--- src/rtl/riscv_if.sv ---
// Instruction fetch stage: owns the fetch PC, keeps one imem request in flight and
// hands registered (pc, instruction) pairs to decode, NOP-filling every bubble.
module riscv_if #(
    parameter int unsigned     XLEN     = 32,
    parameter logic [XLEN-1:0] RESET_PC = 32'h0000_0000,
    parameter logic [XLEN-1:0] NOP      = 32'h0000_0013
) (
    input  logic            clk,
    input  logic            rst,
    input  logic            stall,
    input  logic            redirect,
    input  logic [XLEN-1:0] redirect_pc,
    output logic            imem_req,
    output logic [XLEN-1:0] imem_addr,
    input  logic            imem_ready,
    input  logic            imem_rvalid,
    input  logic [XLEN-1:0] imem_rdata,
    output logic [XLEN-1:0] instruction,
    output logic [XLEN-1:0] pc,
    output logic            valid,
    output logic            exception
);

    typedef enum logic [2:0] {
        S_REQ,
        S_WAIT,
        S_HOLD,
        S_DISCARD,
        S_HALT
    } state_t;

    localparam logic [XLEN-1:0] PC_STEP = XLEN'(4);

    state_t          state;
    logic            req_q;
    logic [XLEN-1:0] fetch_pc;
    logic [XLEN-1:0] buf_word;
    logic            handshake;
    logic            pending;
    logic            misaligned;

    assign imem_req  = req_q;
    assign imem_addr = fetch_pc;
    assign handshake = req_q & imem_ready;
    assign misaligned = |redirect_pc[1:0];

    // A response is still owed to us after this edge: either accepted now, or
    // accepted earlier and not arriving in this cycle.
    always_comb begin
        pending = 1'b0;
        if (state == S_REQ)
            pending = handshake;
        else if (state == S_WAIT || state == S_DISCARD)
            pending = ~imem_rvalid;
    end

    always_ff @(posedge clk) begin
        if (!rst) begin
            state       <= S_REQ;
            req_q       <= 1'b0;
            fetch_pc    <= RESET_PC;
            buf_word    <= NOP;
            instruction <= NOP;
            pc          <= RESET_PC;
            valid       <= 1'b0;
            exception   <= 1'b0;
        end else if (redirect) begin
            fetch_pc    <= redirect_pc;
            instruction <= NOP;
            valid       <= 1'b0;
            exception   <= misaligned;
            if (pending) begin
                state <= S_DISCARD;
                req_q <= 1'b0;
            end else if (misaligned) begin
                state <= S_HALT;
                req_q <= 1'b0;
            end else begin
                state <= S_REQ;
                req_q <= 1'b1;
            end
        end else begin
            // Bubble unless decode is stalled; the states below override with a real word.
            if (!stall) begin
                instruction <= NOP;
                valid       <= 1'b0;
            end
            case (state)
                S_REQ: begin
                    if (handshake) begin
                        state <= S_WAIT;
                        req_q <= 1'b0;
                    end else begin
                        req_q <= 1'b1;
                    end
                end
                S_WAIT: begin
                    if (imem_rvalid) begin
                        if (stall) begin
                            buf_word <= imem_rdata;
                            state    <= S_HOLD;
                        end else begin
                            instruction <= imem_rdata;
                            pc          <= fetch_pc;
                            valid       <= 1'b1;
                            fetch_pc    <= fetch_pc + PC_STEP;
                            state       <= S_REQ;
                            req_q       <= 1'b1;
                        end
                    end
                end
                S_HOLD: begin
                    if (!stall) begin
                        instruction <= buf_word;
                        pc          <= fetch_pc;
                        valid       <= 1'b1;
                        fetch_pc    <= fetch_pc + PC_STEP;
                        state       <= S_REQ;
                        req_q       <= 1'b1;
                    end
                end
                S_DISCARD: begin
                    if (imem_rvalid) begin
                        if (exception) begin
                            state <= S_HALT;
                        end else begin
                            state <= S_REQ;
                            req_q <= 1'b1;
                        end
                    end
                end
                S_HALT: begin
                    req_q <= 1'b0;
                end
                default: begin
                    state <= S_HALT;
                    req_q <= 1'b0;
                end
            endcase
        end
    end

endmodule
--- config.mk ---
export PLATFORM = sky130hd
export DESIGN_NAME = riscv_if
export DESIGN_NICKNAME = d
export VERILOG_FILES = /design/src/rtl/riscv_if.sv
export SDC_FILE = /design/constraint.sdc
export NUM_CORES = 1
export LEC_CHECK = 0
export CAP_MARGIN = 15
export CORE_UTILIZATION = 47
export DETAILED_ROUTE_END_ITERATION = 10
export PLACE_DENSITY_LB_ADDON = 0.1
export REMOVE_ABC_BUFFERS = 1
export SLEW_MARGIN = 10
export SYNTH_ARGS = -nofsm -noshare
export SYNTH_HDL_FRONTEND = slang
export SYNTH_SLANG_ARGS = --single-unit
--- constraint.sdc ---
create_clock -name clk -period 2.5 [get_ports clk]
set_input_delay 0.25 -clock clk [delete_from_list [all_inputs] [get_ports clk]]
set_output_delay 0.25 -clock clk [all_outputs]
set_load 0.01 [all_outputs]
==> reports/results.txt, run 1 <==
Status -> finished, final reports clean
Diode count -> 0
Non-Filler Instances -> 979
Routed Antenna Nets -> 0
Worst EP required -> 2850 ps
Die Span Y -> 113 um
Filler cells -> 1012
CP delay by family, top -> simple AND/OR/NAND/NOR gates
Vias in the first global route -> 5350
Via/cell ratio -> 5.61
Residual DRC count -> 0
Final setup fails -> 0
Hold Crit Depth -> 2
Sw frac -> 0.221
Worst Reg2Reg Path Length in Cells -> 6
Post-synth EDFFs -> 0
Unique masters post-synth -> 57
Clock Tree Root -> clkbuf_16
Final worst-path setup slack -> 305 ps
Ys async rst share -> 0
Fmax achieved -> 456 MHz
Unrepaired setup endpoints after global routing -> false
Clock transition at path regs -> 60 ps
Critical Path AT -> 2540 ps
Post-CTS Setup Repair Bufs -> 0
Hold Buf Count CTS -> 0
Comb pwr share -> 0.083
Crit end category -> flip-flop
Final Cycle Share -> 0.878
R2R Path End -> imem_addr[28]
Die area -> 12700 sq um
Startpoint types -> flip-flop
CTS buffer count -> 17
Internal reg-to-reg setup slack -> 310 ps
Die W -> 113 um
Port bufs -> 168
Max-slew violation count -> 0
Actual slew at the worst max-slew pin -> 832 ps
Routed len/inst -> 16.5 um
Dpl cells -> 947
Minimum clock period -> 2190 ps
P_sw -> 0.00116 W
Sequential power share -> 0.430
Critical Path Max Stage Delay -> 460 ps
WS Path Type -> reg -> reg
Final cell utilization of the core -> 0.686
CP max stage cell -> dfxtp_1
Post-cts sizing count -> 0
Area leader, netlist -> dfxtp_1
Synth top area share -> 0.466
Maximum clock path buffer count -> 2
Part of the Yosys area used for sequential elements -> 0.466
Place WS -> 110 ps
Hold Path Class -> in -> reg
Vias -> 5495
Number of top-level pins -> 169
Setup_tns -> 0 ps
Total grt overflow -> 0
Register Area -> 2680 sq um
Nets@finish -> 890
Synth area leaders -> dfxtp_1 (47%), nand2_1 (10%), a21boi_0 (8.2%)
Total power -> 0.00523 W
Starting Density -> 0.482
1st-pass router iterations -> 6
CP Cell Sequence -> ha_1 -> nand4_2 -> a211oi_4 -> nand3_1 -> or3_1 -> a31oi_1
Dpl hpwl -> 10900 um
Post-Synthesis Cell Area -> 5760 sq um
Most numerous cell in the Yosys netlist -> nand2_1
MaxCap Viol Count -> 0
GRT Total Usage -> 0.263
Share of layout cells above drive strength 1 -> 0.0805
Area of the multi-input gates -> 2860 sq um
Hold Path Sink -> buf_word[7]
Post-Syn Area per Cell -> 8.65 sq um
Final Hold Viols -> 0
FF-to-FF Start -> imem_addr[2]
Power per cell area -> 637 nW/um^2
Area grow syn2layout -> 42.5%
H-tree levels -> 4
LEAKAGE -> 2.80 nW
CORE AREA -> 12000 sq um
First-pass GRT wire length -> 26400 um
Top cells by count, synth -> nand2_1 (155), dfxtp_1 (134), a21boi_0 (63), nor2_1 (43)
CP Buf/Inv Count -> 0
Min-delay src -> rst
Largest net degree at the start of global routing -> 57
DRT iter0 DRCs -> 483
Synth Instances -> 666
Final clock skew -> 3.70 ps
Initial antenna violation count -> 0
Clock Latency Late Sink -> 420 ps
Gp weighted congestion -> 0.795
Clk sinks -> 134
Clock share of power -> 0.486
CTS tree -> built
Synth warnings -> 0
Slew HR -> 0.445
Routed WL -> 16200 um
Pint -> 0.00407 W
Synth Register Bits -> 134
Peak supply drop -> 400 uV
Top FF cell, synth -> dfxtp_1
Crit Path Max Fanout -> 7
Cell Rows -> 40
## worst reg2reg max path: stages (launching register included)
cell and delay [ps]:
dfxtp_1 460, ha_1 250, nand4_2 300, a211oi_4 390, nand3_1 220, or3_1 350
a31oi_1 160
## worst max-delay path by stage
| stage | from | endpoint | slack [ps] | cells after the start |
|---|---|---|---|---|
| after floorplan | state[1] | imem_addr[30] | -10 | 5 |
| after detailed placement | stall | instruction[14] | 110 | 6 |
| after global routing | imem_addr[2] | imem_addr[28] | 80 | 6 |
| after global placement | stall | instruction[27] | -80 | 5 |
| final | imem_addr[2] | imem_addr[28] | 310 | 6 |
| after CTS | imem_addr[2] | imem_addr[12] | 330 | 6 |
## logic make-up (layout without fill, tap and decap cells)
| group | after synthesis | count (layout) | share of synthesized area |
|---|---|---|---|
| simple gates | 269 | 269 | 0.219 |
| compound gates | 183 | 183 | 0.237 |
| flops | 134 | 134 | 0.466 |
| buf+inv | 55 | 221 | 0.0400 |
| xor+xnor | 21 | 21 | 0.0319 |
| mux | 3 | 3 | 0.00521 |
| fa+ha+maj | 1 | 1 | 0.00217 |
## layout by cell type, fill, tap and decap left out, types with 5 or more instances in the layout
cell | Yosys | routed
clkdlybuf4s50_1 | 0 | 167
inv_1 | 5 | 5
nor3_1 | 9 | 9
o21ai_0 | 33 | 33
nand3_1 | 17 | 17
xor2_1 | 8 | 8
a21oi_1 | 20 | 20
clkbuf_16 | 0 | 17
dfxtp_1 | 134 | 134
nor2b_1 | 6 | 5
nand2_1 | 155 | 155
nor2_1 | 43 | 41
clkbuf_8 | 0 | 7
a222oi_1 | 29 | 29
buf_4 | 0 | 11
a21boi_0 | 63 | 63
nand4_1 | 7 | 7
xnor2_1 | 13 | 13
## sequential cells by signal, summed over array words and instances (netlist names)
register	cells
buf_word	32
imem_addr	32
instruction	32
pc	32
state	3
exception	1
imem_req	1
valid	1
## layout make-up
class,instances,area share
timing repair buffer,184,0.225
clock buffer,25,0.0640
multi-input combinational,477,0.348
tap,147,0.0224
clock inverter,7,0.0110
inverter,5,0.00229
sequential,134,0.327
## per-stage QoR
stage               area, sq um  hold WS [ps]
detailed placement         7590           448
finish                     8210           330
global route               8210           359
global placement           7560           442
floorplan                  5550           322
CTS                        8210           326
## power groups by stage
stage	registers (W)	logic (W)	clock network (W)
6_report	0.00225	0.000436	0.00254
5_1_grt	0.00226	0.000470	0.00268
4_1_cts	0.00225	0.000438	0.00257
3_5_place_dp	0.00229	0.000435	0
3_3_place_gp	0.00229	0.000426	0
2_1_floorplan	0.00230	0.000132	0
## per-layer routing
layer / share of wire / global-route usage / routed length (um) / up-vias
met4: 0.017 / 0.103 / 279 / 0
met1: 0.42 / 0.310 / 6760 / 2616
met2: 0.50 / 0.458 / 8130 / 183
met3: 0.063 / 0.0691 / 1020 / 24
met5: 0 / 0 / 0 / -
li1: - / - / - / 2672
(Power assumes the default switching activity.)
==> run 2: changes to the inputs <==
--- a/config.mk
+++ b/config.mk
@@ -6,8 +6,10 @@
 export NUM_CORES = 1
 export LEC_CHECK = 0
 export CAP_MARGIN = 15
-export CORE_UTILIZATION = 47
+export CORE_UTILIZATION = 45
+export CTS_CLUSTER_SIZE = 24
 export DETAILED_ROUTE_END_ITERATION = 10
+export GPL_ROUTABILITY_DRIVEN = 0
 export PLACE_DENSITY_LB_ADDON = 0.1
 export REMOVE_ABC_BUFFERS = 1
 export SLEW_MARGIN = 10
==> reports/results.txt, run 2 (synthesis results as in run 1) <==
Total grt overflow -> 0 (unchanged)
1st-pass router iterations -> 6 (unchanged)
Commonest non-fill, non-tap cells in the layout -> clkdlybuf4s50_1 (167), nand2_1 (155), dfxtp_1 (134), a21boi_0 (63), nor2_1 (41)
Post-CTS Setup Repair Bufs -> 0 (unchanged)
Place WS -> 101 ps (-9.09 ps)
Hold Path Class -> in -> reg
Critical Path AT -> 2470 ps (-70 ps)
Hold_ws -> 243 ps (-87.0 ps)
Final cell utilization of the core -> 0.667 (-0.0196)
Die W -> 115 um (+2.2%)
Starting Density -> 0.470 (-0.0118)
Final setup fails -> 0 (unchanged)
Final Cycle Share -> 0.853 (-0.0250)
Residual DRC count -> 0 (unchanged)
Actual slew at the worst max-slew pin -> 861 ps (+29.3 ps)
Nets@finish -> 890 (unchanged)
Clock Tree Root -> clkbuf_16
Via/cell ratio -> 5.50 (-1.9%)
Cell Rows -> 40 (unchanged)
Maximum clock path buffer count -> 2 (unchanged)
Worst EP required -> 2840 ps (about the same)
Vias -> 5493 (-0.036%)
Crit end category -> flip-flop
Hold Buf Count CTS -> 0 (unchanged)
Die Span Y -> 115 um (+2.2%)
Unrepaired setup endpoints after global routing -> false
Routed len/inst -> 16.0 um (-3.5%)
Fmax achieved -> 469 MHz (+2.9%)
CTS buffer count -> 17 (unchanged)
Share of layout cells above drive strength 1 -> 0.0735 (-0.00703)
MaxCap Viol Count -> 0 (unchanged)
Final worst-path setup slack -> 368 ps (+62.6 ps)
LEAKAGE -> 2.78 nW (-0.93%)
Routed Antenna Nets -> 0 (unchanged)
Slew HR -> 0.425 (-0.0196)
Clock transition at path regs -> 50 ps (about the same)
Final clock skew -> 13.8 ps (+10.1 ps)
Number of top-level pins -> 169 (unchanged)
WS Path Type -> reg -> reg
Minimum clock period -> 2130 ps (-62.6 ps)
H-tree levels -> 4 (unchanged)
Largest net degree at the start of global routing -> 50 (-12%)
Max-slew violation count -> 0 (unchanged)
Startpoint types -> flip-flop
Crit Path Max Fanout -> 7 (unchanged)
Clk sinks -> 134 (unchanged)
Port bufs -> 168 (unchanged)
Total power -> 0.00514 W (-1.7%)
Initial antenna violation count -> 0 (unchanged)
Status -> finished, final reports clean
DRT iter0 DRCs -> 382 (-21%)
Diode count -> 0 (unchanged)
Commonest non-fill, non-tap cell in the layout -> clkdlybuf4s50_1
Vias in the first global route -> 5181 (-3.2%)
Final Hold Viols -> 0 (unchanged)
First-pass GRT wire length -> 25300 um (-4.1%)
Die area -> 13300 sq um (+4.4%)
Clock Latency Late Sink -> 430 ps (about the same)
Routed WL -> 15900 um (-1.6%)
Peak supply drop -> 402 uV (+0.53%)
Dpl hpwl -> 10800 um (-1.3%)
GRT Total Usage -> 0.245 (-0.0185)
Post-cts sizing count -> 0 (unchanged)
Area grow syn2layout -> 41.9%
Power per cell area -> 629 nW/um^2 (-1.3%)
CTS tree -> built
CORE AREA -> 12300 sq um (+2.5%)
[run 2: layout make-up]
cell class | count | area, sq um
clock buffers | 27 | 513
flip-flops and latches | 134 | 2680
inverters | 5 | 18.8
clock inverters | 3 | 65.1
well taps | 168 | 210
fillers | 1032 | 4090
repair buffers | 184 | 1820
multi-input cells | 477 | 2860
[run 2: worst paths after layout]
check | depth (start not counted) | start | end | slack [ps]
max reg2reg | 6 | imem_addr[2] | imem_addr[28] | 370
max | 6 | imem_addr[2] | imem_addr[28] | 370
min reg2reg | 2 | pc[6] | pc[6] | 450
min | 2 | rst | buf_word[0] | 240
[run 2: critical path, stage by stage (launching register included)]
cell and delay, ps:
dfxtp_1 430, ha_1 240, nand4_2 300, a211oi_4 350, nand3_1 200, or3_1 350, a31oi_1 170
[run 2: routing by layer]
layer  GRT usage  vias to the layer above  wire length (um)
li1            -                     2664                 -
met1       0.303                     2612              6970
met2       0.398                      199              7540
met3      0.0812                       18              1250
met4      0.0883                        0               168
met5           0                        -                 0
[run 2: where the power goes]
group | internal (W) | switching (W)
sequential | 0.00218 | 0.0000693
clock | 0.00159 | 0.000866
combinational | 0.000245 | 0.000192
total | 0.00401 | 0.00113
[run 2: stage by stage]
step | setup TNS, ps | std cells | area, sq um
CTS | 0 | 998 | 8170
floorplan | -23.9 | 616 | 5550
global placement | 0 | 968 | 7590
finish | 0 | 998 | 8180
global route | 0 | 998 | 8180
detailed placement | 0 | 968 | 7590
==> run 3: changes to the inputs <==
--- a/config.mk
+++ b/config.mk
@@ -7,9 +7,7 @@
 export LEC_CHECK = 0
 export CAP_MARGIN = 15
 export CORE_UTILIZATION = 45
-export CTS_CLUSTER_SIZE = 24
 export DETAILED_ROUTE_END_ITERATION = 10
-export GPL_ROUTABILITY_DRIVEN = 0
 export PLACE_DENSITY_LB_ADDON = 0.1
 export REMOVE_ABC_BUFFERS = 1
 export SLEW_MARGIN = 10
==> results of run 3 <==
No change in the layout: final DEF, timing and power equal those of run 2.
